--- config.mk ---
export PLATFORM = sky130hd
export DESIGN_NAME = ex_mem_stage_flat
export DESIGN_NICKNAME = d
export VERILOG_FILES = /design/src/rtl/ex_mem_stage_if.sv /design/src/rtl/ex_mem_stage.sv /design/src/flat_wrapper.sv
export SDC_FILE = /design/constraint.sdc
export NUM_CORES = 1
export LEC_CHECK = 0
export ABC_AREA = 0
export BUFFER_PORTS_ARGS = -buffer_cell sky130_fd_sc_hd__buf_2
export CORE_AREA = 3 3 165 167
export DETAILED_ROUTE_END_ITERATION = 7
export DIE_AREA = 0 0 168 170
export PLACE_DENSITY_LB_ADDON = 0.2
export SETUP_SLACK_MARGIN = 0.5
export SYNTH_ARGS = -nofsm -noshare
export SYNTH_HDL_FRONTEND = slang
export SYNTH_SLANG_ARGS = --single-unit
--- constraint.sdc ---
create_clock -name clock -period 2 [get_ports clock]
set_input_delay 0.3 -clock clock [delete_from_list [all_inputs] [get_ports clock]]
set_output_delay 0.3 -clock clock [all_outputs]
set_load 0.05 [all_outputs]
--- src/rtl/ex_mem_stage_if.sv ---
// ex_mem_stage_if: EX->MEM bundle; master drives ex_* and reads mem_*, slave (the stage) reads ex_* and drives mem_*
interface ex_mem_stage_if #(
  parameter int DW = 64,
  parameter int RW = 5
);
  logic ex_valid;
  logic [DW-1:0] ex_F;
  logic [3:0] ex_status;
  logic ex_set_flags;
  logic ex_cbz;
  logic ex_cbnz;
  logic ex_bcond;
  logic ex_uncond;
  logic [3:0] ex_cond;
  logic [DW-1:0] ex_br_target;
  logic [DW-1:0] ex_store_data;
  logic [RW-1:0] ex_rd;
  logic ex_reg_write;
  logic ex_mem_read;
  logic ex_mem_write;
  logic ex_mem_to_reg;
  logic mem_valid;
  logic [DW-1:0] mem_F;
  logic [DW-1:0] mem_store_data;
  logic [DW-1:0] mem_br_target;
  logic [RW-1:0] mem_rd;
  logic mem_reg_write;
  logic mem_mem_read;
  logic mem_mem_write;
  logic mem_mem_to_reg;
  logic mem_br_taken;
  modport master(
    output ex_valid, ex_F, ex_status, ex_set_flags, ex_cbz, ex_cbnz, ex_bcond, ex_uncond, ex_cond,
           ex_br_target, ex_store_data, ex_rd, ex_reg_write, ex_mem_read, ex_mem_write, ex_mem_to_reg,
    input  mem_valid, mem_F, mem_store_data, mem_br_target, mem_rd, mem_reg_write, mem_mem_read,
           mem_mem_write, mem_mem_to_reg, mem_br_taken
  );
  modport slave(
    input  ex_valid, ex_F, ex_status, ex_set_flags, ex_cbz, ex_cbnz, ex_bcond, ex_uncond, ex_cond,
           ex_br_target, ex_store_data, ex_rd, ex_reg_write, ex_mem_read, ex_mem_write, ex_mem_to_reg,
    output mem_valid, mem_F, mem_store_data, mem_br_target, mem_rd, mem_reg_write, mem_mem_read,
           mem_mem_write, mem_mem_to_reg, mem_br_taken
  );
endinterface

--- src/rtl/ex_mem_stage.sv ---
// ex_mem_stage: EX/MEM pipeline register owning NZCV flags and branch resolve; ports clock, reset (sync, high), stall, flush, bus (ex_* in, mem_* out), flags; EX_MEM_PERF_CNT_EN adds perf_br_taken/perf_flag_wr
module ex_mem_stage #(
  parameter int DW = 64,
  parameter int RW = 5
) (
  input  logic clock,
  input  logic reset,
  input  logic stall,
  input  logic flush,
  ex_mem_stage_if.slave bus,
  output logic [3:0] flags
`ifdef EX_MEM_PERF_CNT_EN
  ,
  output logic [31:0] perf_br_taken,
  output logic [31:0] perf_flag_wr
`endif
);
  logic n, z, c, v, cond_ok, live, taken, flag_wr;
  logic [7:0] cond_pos;
  always_comb begin
    {v, c, z, n} = flags;
    cond_pos = {1'b1, ~z & (n ~^ v), n ~^ v, c & ~z, v, n, c, z};
    cond_ok = cond_pos[bus.ex_cond[3:1]] ^ (bus.ex_cond[0] & (bus.ex_cond[3:1] != 3'd7));
    live = ~flush & bus.ex_valid;
    taken = live & (bus.ex_uncond | (bus.ex_cbz ? bus.ex_status[1] :
                                     bus.ex_cbnz ? ~bus.ex_status[1] : bus.ex_bcond & cond_ok));
    flag_wr = live & bus.ex_set_flags;
  end
  always_ff @(posedge clock) begin
    if (reset) begin
      bus.mem_valid <= 1'b0;
      bus.mem_F <= {DW{1'b0}};
      bus.mem_store_data <= {DW{1'b0}};
      bus.mem_br_target <= {DW{1'b0}};
      bus.mem_rd <= {RW{1'b0}};
      bus.mem_reg_write <= 1'b0;
      bus.mem_mem_read <= 1'b0;
      bus.mem_mem_write <= 1'b0;
      bus.mem_mem_to_reg <= 1'b0;
      bus.mem_br_taken <= 1'b0;
      flags <= 4'b0000;
    end else if (!stall) begin
      bus.mem_valid <= live;
      bus.mem_F <= flush ? {DW{1'b0}} : bus.ex_F;
      bus.mem_store_data <= flush ? {DW{1'b0}} : bus.ex_store_data;
      bus.mem_br_target <= flush ? {DW{1'b0}} : bus.ex_br_target;
      bus.mem_rd <= flush ? {RW{1'b0}} : bus.ex_rd;
      bus.mem_reg_write <= live & bus.ex_reg_write;
      bus.mem_mem_read <= live & bus.ex_mem_read;
      bus.mem_mem_write <= live & bus.ex_mem_write;
      bus.mem_mem_to_reg <= live & bus.ex_mem_to_reg;
      bus.mem_br_taken <= taken;
      if (flag_wr) flags <= bus.ex_status;
    end
  end
`ifdef EX_MEM_PERF_CNT_EN
  always_ff @(posedge clock) begin
    if (reset) begin
      perf_br_taken <= 32'd0;
      perf_flag_wr <= 32'd0;
    end else if (!stall) begin
      perf_br_taken <= perf_br_taken + {31'd0, taken};
      perf_flag_wr <= perf_flag_wr + {31'd0, flag_wr};
    end
  end
`endif
endmodule

--- src/flat_wrapper.sv ---
// flat-port wrapper written by rule: the top's interface ports become plain ports
module ex_mem_stage_flat 
#(
  parameter int DW = 64,
  parameter int RW = 5
)
  (clock, reset, stall, flush, flags, bus_ex_valid, bus_ex_F, bus_ex_status, bus_ex_set_flags, bus_ex_cbz, bus_ex_cbnz, bus_ex_bcond, bus_ex_uncond, bus_ex_cond, bus_ex_br_target, bus_ex_store_data, bus_ex_rd, bus_ex_reg_write, bus_ex_mem_read, bus_ex_mem_write, bus_ex_mem_to_reg, bus_mem_valid, bus_mem_F, bus_mem_store_data, bus_mem_br_target, bus_mem_rd, bus_mem_reg_write, bus_mem_mem_read, bus_mem_mem_write, bus_mem_mem_to_reg, bus_mem_br_taken);
  ex_mem_stage_if #(.DW(DW), .RW(RW)) bus_i ();
  input  logic clock;
  input  logic reset;
  input  logic stall;
  input  logic flush;
  output logic [3:0] flags;
  input wire logic [$bits(bus_i.ex_valid)-1:0] bus_ex_valid;
  input wire logic [$bits(bus_i.ex_F)-1:0] bus_ex_F;
  input wire logic [$bits(bus_i.ex_status)-1:0] bus_ex_status;
  input wire logic [$bits(bus_i.ex_set_flags)-1:0] bus_ex_set_flags;
  input wire logic [$bits(bus_i.ex_cbz)-1:0] bus_ex_cbz;
  input wire logic [$bits(bus_i.ex_cbnz)-1:0] bus_ex_cbnz;
  input wire logic [$bits(bus_i.ex_bcond)-1:0] bus_ex_bcond;
  input wire logic [$bits(bus_i.ex_uncond)-1:0] bus_ex_uncond;
  input wire logic [$bits(bus_i.ex_cond)-1:0] bus_ex_cond;
  input wire logic [$bits(bus_i.ex_br_target)-1:0] bus_ex_br_target;
  input wire logic [$bits(bus_i.ex_store_data)-1:0] bus_ex_store_data;
  input wire logic [$bits(bus_i.ex_rd)-1:0] bus_ex_rd;
  input wire logic [$bits(bus_i.ex_reg_write)-1:0] bus_ex_reg_write;
  input wire logic [$bits(bus_i.ex_mem_read)-1:0] bus_ex_mem_read;
  input wire logic [$bits(bus_i.ex_mem_write)-1:0] bus_ex_mem_write;
  input wire logic [$bits(bus_i.ex_mem_to_reg)-1:0] bus_ex_mem_to_reg;
  output wire logic [$bits(bus_i.mem_valid)-1:0] bus_mem_valid;
  output wire logic [$bits(bus_i.mem_F)-1:0] bus_mem_F;
  output wire logic [$bits(bus_i.mem_store_data)-1:0] bus_mem_store_data;
  output wire logic [$bits(bus_i.mem_br_target)-1:0] bus_mem_br_target;
  output wire logic [$bits(bus_i.mem_rd)-1:0] bus_mem_rd;
  output wire logic [$bits(bus_i.mem_reg_write)-1:0] bus_mem_reg_write;
  output wire logic [$bits(bus_i.mem_mem_read)-1:0] bus_mem_mem_read;
  output wire logic [$bits(bus_i.mem_mem_write)-1:0] bus_mem_mem_write;
  output wire logic [$bits(bus_i.mem_mem_to_reg)-1:0] bus_mem_mem_to_reg;
  output wire logic [$bits(bus_i.mem_br_taken)-1:0] bus_mem_br_taken;
  assign bus_i.ex_valid = bus_ex_valid;
  assign bus_i.ex_F = bus_ex_F;
  assign bus_i.ex_status = bus_ex_status;
  assign bus_i.ex_set_flags = bus_ex_set_flags;
  assign bus_i.ex_cbz = bus_ex_cbz;
  assign bus_i.ex_cbnz = bus_ex_cbnz;
  assign bus_i.ex_bcond = bus_ex_bcond;
  assign bus_i.ex_uncond = bus_ex_uncond;
  assign bus_i.ex_cond = bus_ex_cond;
  assign bus_i.ex_br_target = bus_ex_br_target;
  assign bus_i.ex_store_data = bus_ex_store_data;
  assign bus_i.ex_rd = bus_ex_rd;
  assign bus_i.ex_reg_write = bus_ex_reg_write;
  assign bus_i.ex_mem_read = bus_ex_mem_read;
  assign bus_i.ex_mem_write = bus_ex_mem_write;
  assign bus_i.ex_mem_to_reg = bus_ex_mem_to_reg;
  assign bus_mem_valid = bus_i.mem_valid;
  assign bus_mem_F = bus_i.mem_F;
  assign bus_mem_store_data = bus_i.mem_store_data;
  assign bus_mem_br_target = bus_i.mem_br_target;
  assign bus_mem_rd = bus_i.mem_rd;
  assign bus_mem_reg_write = bus_i.mem_reg_write;
  assign bus_mem_mem_read = bus_i.mem_mem_read;
  assign bus_mem_mem_write = bus_i.mem_mem_write;
  assign bus_mem_mem_to_reg = bus_i.mem_mem_to_reg;
  assign bus_mem_br_taken = bus_i.mem_br_taken;
  ex_mem_stage #(.DW(DW), .RW(RW)) u_core (.clock(clock), .reset(reset), .stall(stall), .flush(flush), .bus(bus_i), .flags(flags));
endmodule
==> flow_summary.json, run 1 <==
{
  "slowest_stage": "dfxtp_1",
  "start_util": 0.2688,
  "clk_latency_ns": 0.50,
  "drt_iter0_markers": 455,
  "cts_root_buf": "clkbuf_16",
  "p_total_mw": 10.17,
  "worstMarginPinSlew_ns": 0.5448,
  "reg.largest.list": "u_core.bus.mem_F (64), u_core.bus.mem_br_target (64), u_core.bus.mem_store_data (64)",
  "finalWirelength_microns": 24410,
  "vias": 6745,
  "gp_congestion": 0.7720,
  "cts.path.max_buffers": 3,
  "rsz0062_at_grt": "no",
  "layout.cells.non_filler": 1457,
  "grtUsageMet1": 0.1939,
  "layout_commonest_cell": "buf_2",
  "syn_area_sq_um": 6964,
  "place_inst": 1413,
  "final_util": 0.3943,
  "grt_pass1_wl_microns": 37140,
  "crit_type": "reg -> out",
  "core_area_sq_um": 25910,
  "cts_buffers": 24,
  "antenna_found_initial": 0,
  "drv_cap": 0,
  "final_cell_mix": "buf_2, nor2_1, dfxtp_1",
  "ir_drop_uv": 457.3,
  "period_needed_ns": 1.456,
  "ys_warn_count": 0,
  "num_rows": 59,
  "slowest_delay_ns": 0.37,
  "status": "finished clean",
  "leakagePower_nw": 4.927,
  "cts_setup_buffers": 0,
  "routed_via_density": 4.629,
  "crit_path_end_kind": "output pin",
  "use_met3": 0.04135,
  "overflow": 0,
  "hold_viol": 0,
  "critPathBufInv": 1,
  "ios": 426,
  "drc": 0,
  "fin_skew_ns": 0.0009531,
  "syn_area_per_cell_sq_um": 9.823,
  "start_kind": "flop",
  "htreeDepth": 1,
  "report.final.setup_viol": 0,
  "hold_class": "in -> reg",
  "die_area_sq_um": 28560,
  "ys.flop_type": "dfxtp_1",
  "area_growth_pct": 46.69,
  "cpLargestDelayFamily": "flip-flops",
  "grtUsageMet2": 0.2754,
  "grt_pass1_vias": 6639,
  "place_area_sq_um": 9407,
  "synth_seq_cells": 207,
  "hpwl_microns": 17250,
  "drive_gt1_frac": 0.4349,
  "relSlewSlack": 0.6368,
  "yosys.area.top_type": "dfxtp_1",
  "critPathMaxFanout": 2,
  "syn_inst": 709,
  "busiest_layer": "met2",
  "max_clock_freq_mhz": 686.9,
  "worstPathCellList": "buf_2",
  "n_antenna_cell": 0,
  "synth_edf_count": 0,
  "portBuffers": 425,
  "clkTransAtPathRegs_ns": 0.06,
  "cp.required_ns": 1.70,
  "synth_top_cell_area_share": 0.5950,
  "async_flop_share": 0,
  "numClockSinks": 207,
  "drt-pass1-iter-count": 5,
  "fin_crit_sh": 0.7279,
  "die_y_microns": 170,
  "worst_ep_arrival_time_ns": 1.16,
  "ant_nets": 0,
  "ys_types": 26,
  "cts_tree": "yes",
  "synth_area_leaders": "dfxtp_1, a22oi_1, nor2_1, buf_2, clkbuf_1",
  "fin_tns_setup_ns": 0,
  "grt_max_degree": 107,
  "stdcell_area_sq_um": 10220,
  "power_per_cell_area_nw_per_um2": 995.3,
  "nets": 1323,
  "grt_util_all_layers": 0.1582,
  "synth-seq-area-share": 0.5950,
  "fp.dieW_microns": 168,
  "maxSlewViolCount": 0,
  "syn_nets": 928,
  "wl_per_cell_microns": 16.75
}
[layout make-up]
cell class | instances | area (sq um)
Fill cell | 2666 | 15700
Sequential cell | 207 | 4149
Multi-Input combinational cell | 433 | 2526
Timing Repair Buffer | 438 | 2322
Clock buffer | 34 | 699.4
Tap cell | 335 | 419.2
Clock inverter | 10 | 100.1
[final timing paths]
check                                              start                  endpoint  slack [ns]  cells after the start
worst max-delay path                u_core.bus.mem_F[33]             bus_mem_F[33]        0.54                      1
worst min-delay path                        bus_ex_F[18]      u_core.bus.mem_F[18]        0.03                      3
worst max register to register           u_core.flags[3]   u_core.bus.mem_br_taken        0.61                      4
worst min register to register  u_core.bus.mem_mem_write  u_core.bus.mem_mem_write        0.49                      2
[through the flow]
step,worst slack (ns),hold slack [ns]
floorplan,0.5707,0.4441
global placement,0.4250,0.4626
detailed placement,0.3720,0.4682
CTS,0.5145,0.0005517
global route,0.5001,0.01463
finish,0.5442,0.02728
[power by group]
part	total [mW]	switching (mW)	internal (mW)
Clock	4.37	1.69	2.69
Combinational	1.44	0.999	0.438
Sequential	4.36	0.0759	4.28
Total	10.2	2.76	7.41
[cells by family (layout without fill, tap and decap cells)]
kind of cell	Yosys count	count (layout)	share of synthesized area
and+or+nand+nor	215	215	0.1200
xor gates and xnor gates	3	3	0.003774
muxes	6	6	0.01060
buffers and inverters	69	482	0.04330
AOI/OAI and AO/OA	209	209	0.2273
DFF	207	207	0.5950
[routing by layer]
| metal | share of wire | vias to the layer above |
|---|---|---|
| met5 | 0 | - |
| met4 | 0.022 | 0 |
| met3 | 0.081 | 34 |
| met2 | 0.49 | 276 |
| met1 | 0.40 | 3120 |
| li1 | - | 3315 |
[synth_stat cells, types with 2 or more instances]
master	n
nor2_1	208
dfxtp_1	207
a22oi_1	198
buf_2	33
clkbuf_1	30
buf_1	5
a32oi_1	4
mux2i_1	4
a21oi_1	2
xnor2_1	2
[timing repair]
item,in CTS,in global routing
endpoints found under the hold margin,0,0
gates resized for setup,1,3
hold buffers,0,0
endpoints found under the setup margin,1,3
Note: power is estimated with default switching activity, not from simulation.
==> run 2, diff against run 1 <==
- ABC_AREA: 0 -> 1
- CORE_AREA: 3 3 165 167 -> 3 3 163 165
- DIE_AREA: 0 0 168 170 -> 0 0 166 168
- clock period: 2 -> 1.2 ns (I/O delays scaled with it)
==> run 2 against run 1 <==
Net effect:
- the flow now finishes with violations (hold timing, setup timing)
- core utilization increased by 23 points
- clock power up 84%
- flip-flop and latch count unchanged
- non-clock buffer count grew 254
- worst hold slack worse by 0.038 ns
- critical path depth rose by 1
- global-route usage rose by 4.7 points
- synthesized cell count up 32%
- setup slack got worse by 0.62 ns
==> flow_summary.json, run 2 <==
{
  "status": "complete, but fails checks",
  "violations": "hold timing, setup timing",
  "area_growth_pct": 116.1,
  "cts_root_buf": "clkbuf_16",
  "clkTransAtPathRegs_ns": 0.06,
  "core_area_sq_um": 25180,
  "synth_edf_count": 0,
  "crit_path_end_kind": "output pin",
  "syn_nets": 1153,
  "vias": 8870,
  "synth_seq_cells": 207,
  "cp.required_ns": 1.02,
  "ios": 426,
  "cts.path.max_buffers": 3,
  "synth_top_cell_area_share": 0.5714,
  "fp.dieW_microns": 166,
  "layout_commonest_cell": "nand2_1",
  "yosys.area.top_type": "dfxtp_1",
  "power_per_cell_area_nw_per_um2": 1222,
  "portBuffers": 425,
  "fillers": 1889,
  "overflow": 0,
  "drv_cap": 0,
  "routed_via_density": 4.586,
  "grt_util_all_layers": 0.2049,
  "synth_area_leaders": "dfxtp_1, nand2_1, a21oi_1, buf_2, clkbuf_1",
  "maxSlewViolCount": 0,
  "start_kind": "flop",
  "ys.flop_type": "dfxtp_1",
  "start_util": 0.2880,
  "worstMarginPinSlew_ns": 0.3849,
  "final_cell_mix": "nand2_1, buf_2, dlygate4sd3_1",
  "grt_max_degree": 83,
  "yosys.cell_count.top_type": "nand2_1",
  "min_path_cells": 3,
  "fin_tns_setup_ns": -0.2099,
  "hpwl_microns": 17880,
  "cts_buffers": 24,
  "cts_tree": "yes",
  "nets": 1804,
  "ff2ff_path_depth": 12,
  "period_needed_ns": 1.276,
  "ctsHoldBuffers": 205,
  "synthTopCellsByCount": "nand2_1, dfxtp_1, a21oi_1",
  "max_clock_freq_mhz": 783.6,
  "antenna_found_initial": 0,
  "syn_area_per_cell_sq_um": 7.764,
  "drive_gt1_frac": 0.4888,
  "clk_latency_ns": 0.50,
  "async_flop_share": 0,
  "hold_class": "in -> reg",
  "die_y_microns": 168,
  "stdcell_area_sq_um": 15670,
  "drt_iter0_markers": 466,
  "finalWirelength_microns": 31750,
  "ys_warn_count": 0,
  "hold_viol": 1,
  "die_area_sq_um": 27890,
  "wl_per_cell_microns": 16.41,
  "holdWs_ns": -0.01060,
  "report.final.setup_viol": 12,
  "htreeDepth": 1,
  "numClockSinks": 207,
  "gp_congestion": 0.8579,
  "crit_type": "reg -> out",
  "syn_area_sq_um": 7252,
  "fin_skew_ns": 0.002958,
  "worst_ep_arrival_time_ns": 1.10,
  "grt_pass1_vias": 9033,
  "whs_endpoint": "u_core.bus.mem_valid",
  "syn_inst": 934,
  "rsz0062_at_grt": "yes",
  "r2r_end": "u_core.bus.mem_br_taken",
  "num_rows": 58,
  "r2r_slack_ns": -0.08,
  "r2r-start": "u_core.flags[3]",
  "drt-pass1-iter-count": 5,
  "ir_drop_uv": 1069,
  "reg.largest.list": "u_core.bus.mem_F (64), u_core.bus.mem_br_target (64), u_core.bus.mem_store_data (64)",
  "drc": 0,
  "synth-seq-area-share": 0.5714,
  "worstHoldStart": "bus_ex_valid",
  "ant_nets": 0,
  "leakagePower_nw": 6.647,
  "critPathMaxFanout": 2,
  "fin_crit_sh": 1.063,
  "place_area_sq_um": 10060,
  "final_util": 0.6224,
  "pre_cts_ws_ns": -0.007534,
  "relSlewSlack": 0.7434,
  "ys_types": 20,
  "worst_slack_ns": -0.07616,
  "grt_pass1_wl_microns": 47440
}
[run 2: per-stage QoR]
step | instances | power, mW
floorplan | 934 | 9.035
global placement | 1648 | 9.863
detailed placement | 1648 | 9.871
CTS | 1902 | 19.10
global route | 1932 | 19.82
finish | 1934 | 19.15
[run 2: metal layers]
metal | track usage | part of all wire | vias to the layer above
met5 | 0 | 0 | -
li1 | - | - | 4291
met1 | 0.2196 | 0.36 | 4123
met4 | 0.09259 | 0.049 | 0
met3 | 0.04696 | 0.061 | 105
met2 | 0.3831 | 0.53 | 351
[run 2: layout make-up]
cell class,instances,area (sq um),area share
Tap cell,330,412.9,0.02635
Timing Repair Buffer,692,7009,0.4472
Multi-Input combinational cell,650,2895,0.1847
Clock buffer,38,785.8,0.05014
Antenna cell,2,5.005,0.0003193
Inverter,10,42.54,0.002714
Clock inverter,5,103.9,0.006626
Sequential cell,207,4418,0.2819
[run 2: power by group]
group / switching (mW) / internal (mW) / total [mW]
clock network: 2.93 / 5.12 / 8.05
registers: 0.240 / 7.18 / 7.42
logic: 1.92 / 1.76 / 3.68
[run 2: kinds of logic (layout without fill, tap and decap cells)]
family                 Yosys count  count (layout)  share of synthesized area
AO/OA/AOI/OAI                  211             211                     0.1473
XOR/XNOR                         1               1                   0.001208
buffers and inverters           77             745                    0.05021
flip-flops                     207             207                     0.5714
other                            0               2                          0
AND/OR/NAND/NOR                438             438                     0.2298
[run 2: repair_timing]
action / in CTS / in global routing
gates cloned: 0 / 2
endpoints found under the hold margin: 205 / 1
setup endpoints to repair: 210 / 236
gates resized for setup: 680 / 66
pin swaps: 5 / 26
buffers inserted: 6 / 28
[run 2: worst max path at each step]
stage / start / to / slack (ns) / cells after the start
6_report: u_core.flags[3] / flags[3] / -0.08 / 2
3_5_place_dp: bus_ex_cond[1] / u_core.bus.mem_br_taken / -0.008 / 12
4_1_cts: u_core.flags[3] / flags[3] / -0.1 / 2
2_1_floorplan: u_core.flags[2] / u_core.bus.mem_br_taken / -0.003 / 13
5_1_grt: u_core.flags[3] / u_core.bus.mem_br_taken / -0.22 / 12
3_3_place_gp: bus_ex_cond[1] / u_core.bus.mem_br_taken / -0.009 / 12
[run 2: worst max-delay path: stages (launching register included)]
cell and delay (ns):
dfxtp_4 0.34, buf_6 0.11, buf_8 0.14
==> run 3, diff against run 2 <==
- REMOVE_ABC_BUFFERS: not set -> 1
==> run 3 against run 2 <==
Net effect:
- the flow finishes with violations (setup timing)
- final area increased by 0.64%
- fmax decreased by 1.2%
- setup slack got worse by 0.016 ns
- routed wire length increased by 3.5%
- sequential power about the same
- flip-flop and latch count unchanged
==> flow_summary.json, run 3 (synthesis results as in run 2) <==
{
  "fillers": 1871,
  "rsz0062_at_grt": "yes",
  "num_rows": 58,
  "fin_crit_sh": 1.077,
  "seqPwrFrac": 0.400,
  "netSwitchingPower_mw": 5.038,
  "swShare": 0.2714,
  "relSlewSlack": 0.7730,
  "worst_slack_ns": -0.09205,
  "violations": "setup timing",
  "area_growth_pct": 117.5,
  "report.final.setup_viol": 10,
  "power_per_cell_area_nw_per_um2": 1177,
  "crit_path_end_kind": "output pin",
  "drv_cap": 0,
  "drc": 0,
  "ir_drop_uv": 1055,
  "grt_pass1_vias": 9047,
  "cts_buffers": 25,
  "p_total_mw": 18.56,
  "cts_root_buf": "clkbuf_16",
  "maxSlewViolCount": 0,
  "max_clock_freq_mhz": 774.0,
  "min_path_cells": 2,
  "cts_tree": "yes",
  "p_int_mw": 13.52,
  "hold_viol": 0,
  "wl_per_cell_microns": 16.79,
  "hold_class": "in -> reg",
  "grt_max_degree": 61,
  "layout_commonest_cell": "nand2_1",
  "reg.largest.list": "u_core.bus.mem_F (64), u_core.bus.mem_br_target (64), u_core.bus.mem_store_data (64)",
  "portBuffers": 425,
  "r2r_end": "u_core.bus.mem_br_taken",
  "grt_util_all_layers": 0.2053,
  "clk_latency_ns": 0.51,
  "r2r-start": "u_core.flags[0]",
  "overflow": 0,
  "r2r_slack_ns": -0.04,
  "die_y_microns": 168,
  "drive_gt1_frac": 0.5031,
  "ios": 426,
  "vias": 9010,
  "start_util": 0.2880,
  "slowest_stage": "dfxtp_4",
  "antenna_found_initial": 2,
  "worstHoldStart": "reset",
  "crit_type": "reg -> out",
  "holdWs_ns": 0.02521,
  "whs_endpoint": "u_core.bus.mem_br_target[3]",
  "numClockSinks": 207,
  "drt-pass1-iter-count": 4,
  "worstMarginPinSlew_ns": 0.3404,
  "gp_congestion": 0.8105,
  "nets": 1832,
  "clkTransAtPathRegs_ns": 0.05,
  "critPathMaxFanout": 4,
  "hpwl_microns": 18470,
  "seqCellArea_sq_um": 4415,
  "worst_ep_arrival_time_ns": 1.11,
  "fp.dieW_microns": 166,
  "worstPathCellList": "buf_6, buf_8",
  "cts.path.max_buffers": 3,
  "combPwrFrac": 0.201,
  "layout.cells.non_filler": 1957,
  "drt_iter0_markers": 386,
  "status": "complete, but fails checks",
  "ff2ff_path_depth": 12,
  "core_area_sq_um": 25180,
  "finalWirelength_microns": 32860,
  "htreeDepth": 1,
  "clkPwrFrac": 0.399,
  "slowest_delay_ns": 0.36,
  "multiInputGateArea_sq_um": 2947,
  "routed_via_density": 4.604,
  "final_cell_mix": "nand2_1, buf_2, dlygate4sd3_1",
  "stdcell_area_sq_um": 15770,
  "cp.required_ns": 1.02,
  "period_needed_ns": 1.292,
  "grt_pass1_wl_microns": 47770,
  "place_inst": 1662,
  "die_area_sq_um": 27890,
  "start_kind": "flop",
  "place_area_sq_um": 9917,
  "ant_nets": 0,
  "leakagePower_nw": 6.748,
  "fin_skew_ns": 0.002958
}
-- run 3: cell count changes in the layout (fill, tap and decap cells not counted), moves of 2 or more --
cell | before | now
clkinv_4 | 2 | 0
clkbuf_8 | 9 | 6
a21oi_2 | 24 | 29
buf_8 | 203 | 196
buf_6 | 16 | 34
nand2_4 | 2 | 5
buf_12 | 13 | 9
buf_4 | 34 | 55
clkinv_2 | 1 | 5
a21oi_1 | 183 | 178
nand2_2 | 15 | 17
nand2_1 | 410 | 405
-- run 3: cell type report --
class                           instances  share of cell area
Inverter                               10            0.002459
Tap cell                              330             0.02618
Antenna cell                            1           0.0001587
Timing Repair Buffer                  719              0.4538
Sequential cell                       207              0.2799
Clock buffer                           34             0.04561
Multi-Input combinational cell        650              0.1868
Clock inverter                          6            0.005077
-- run 3: worst max-delay path, delay by kind of cell (launching register included) --
family	cells	cell delay [ns]
flops	1	0.36
buf+inv	2	0.25
-- run 3: how the worst max path moves through the flow --
stage	startpoint	endpoint	cells after the start
floorplan	stall	u_core.flags[2]	5
global placement	u_core.flags[1]	u_core.bus.mem_br_taken	14
detailed placement	u_core.flags[1]	u_core.bus.mem_br_taken	14
CTS	u_core.flags[1]	flags[1]	2
global route	u_core.flags[0]	u_core.bus.mem_br_taken	12
finish	u_core.flags[1]	flags[1]	2
-- run 3: what timing repair did --
action                     CTS  global route
hold buffers               205             0
hold endpoints to repair   204             0
gates cloned                 0             2
pin swaps                    0            42
setup buffers                7            40
gates resized for setup    796           109
setup endpoints to repair  211           232
-- run 3: metrics by stage --
stage | TNS [ns] | setup slack (ns) | util
after CTS | -0.9624 | -0.1099 | 0.5969
after global routing | -3.200 | -0.1612 | 0.6264
after detailed placement | -0.001728 | -0.001728 | 0.3938
final | -0.3021 | -0.09205 | 0.6264
after floorplan | -106.52 | -0.9580 | -
after global placement | -0.001293 | -0.001293 | 0.3938
-- run 3: power groups by stage --
stage          Clock [mW]  Combinational, mW  Sequential (mW)
6_report             7.40               3.73             7.43
4_1_cts              7.57               3.46             7.41
5_1_grt              7.84               3.93             7.45
2_1_floorplan           0              0.399             8.31
3_5_place_dp            0               2.44             7.41
3_3_place_gp            0               2.44             7.40
-- run 3: metal layers --
layer	up-vias	track usage	wire length, microns
met5	-	0	13
met4	2	0.1034	1616
met3	107	0.05846	2407
met2	370	0.3683	16810
met1	4199	0.2214	12020
li1	4332	-	-
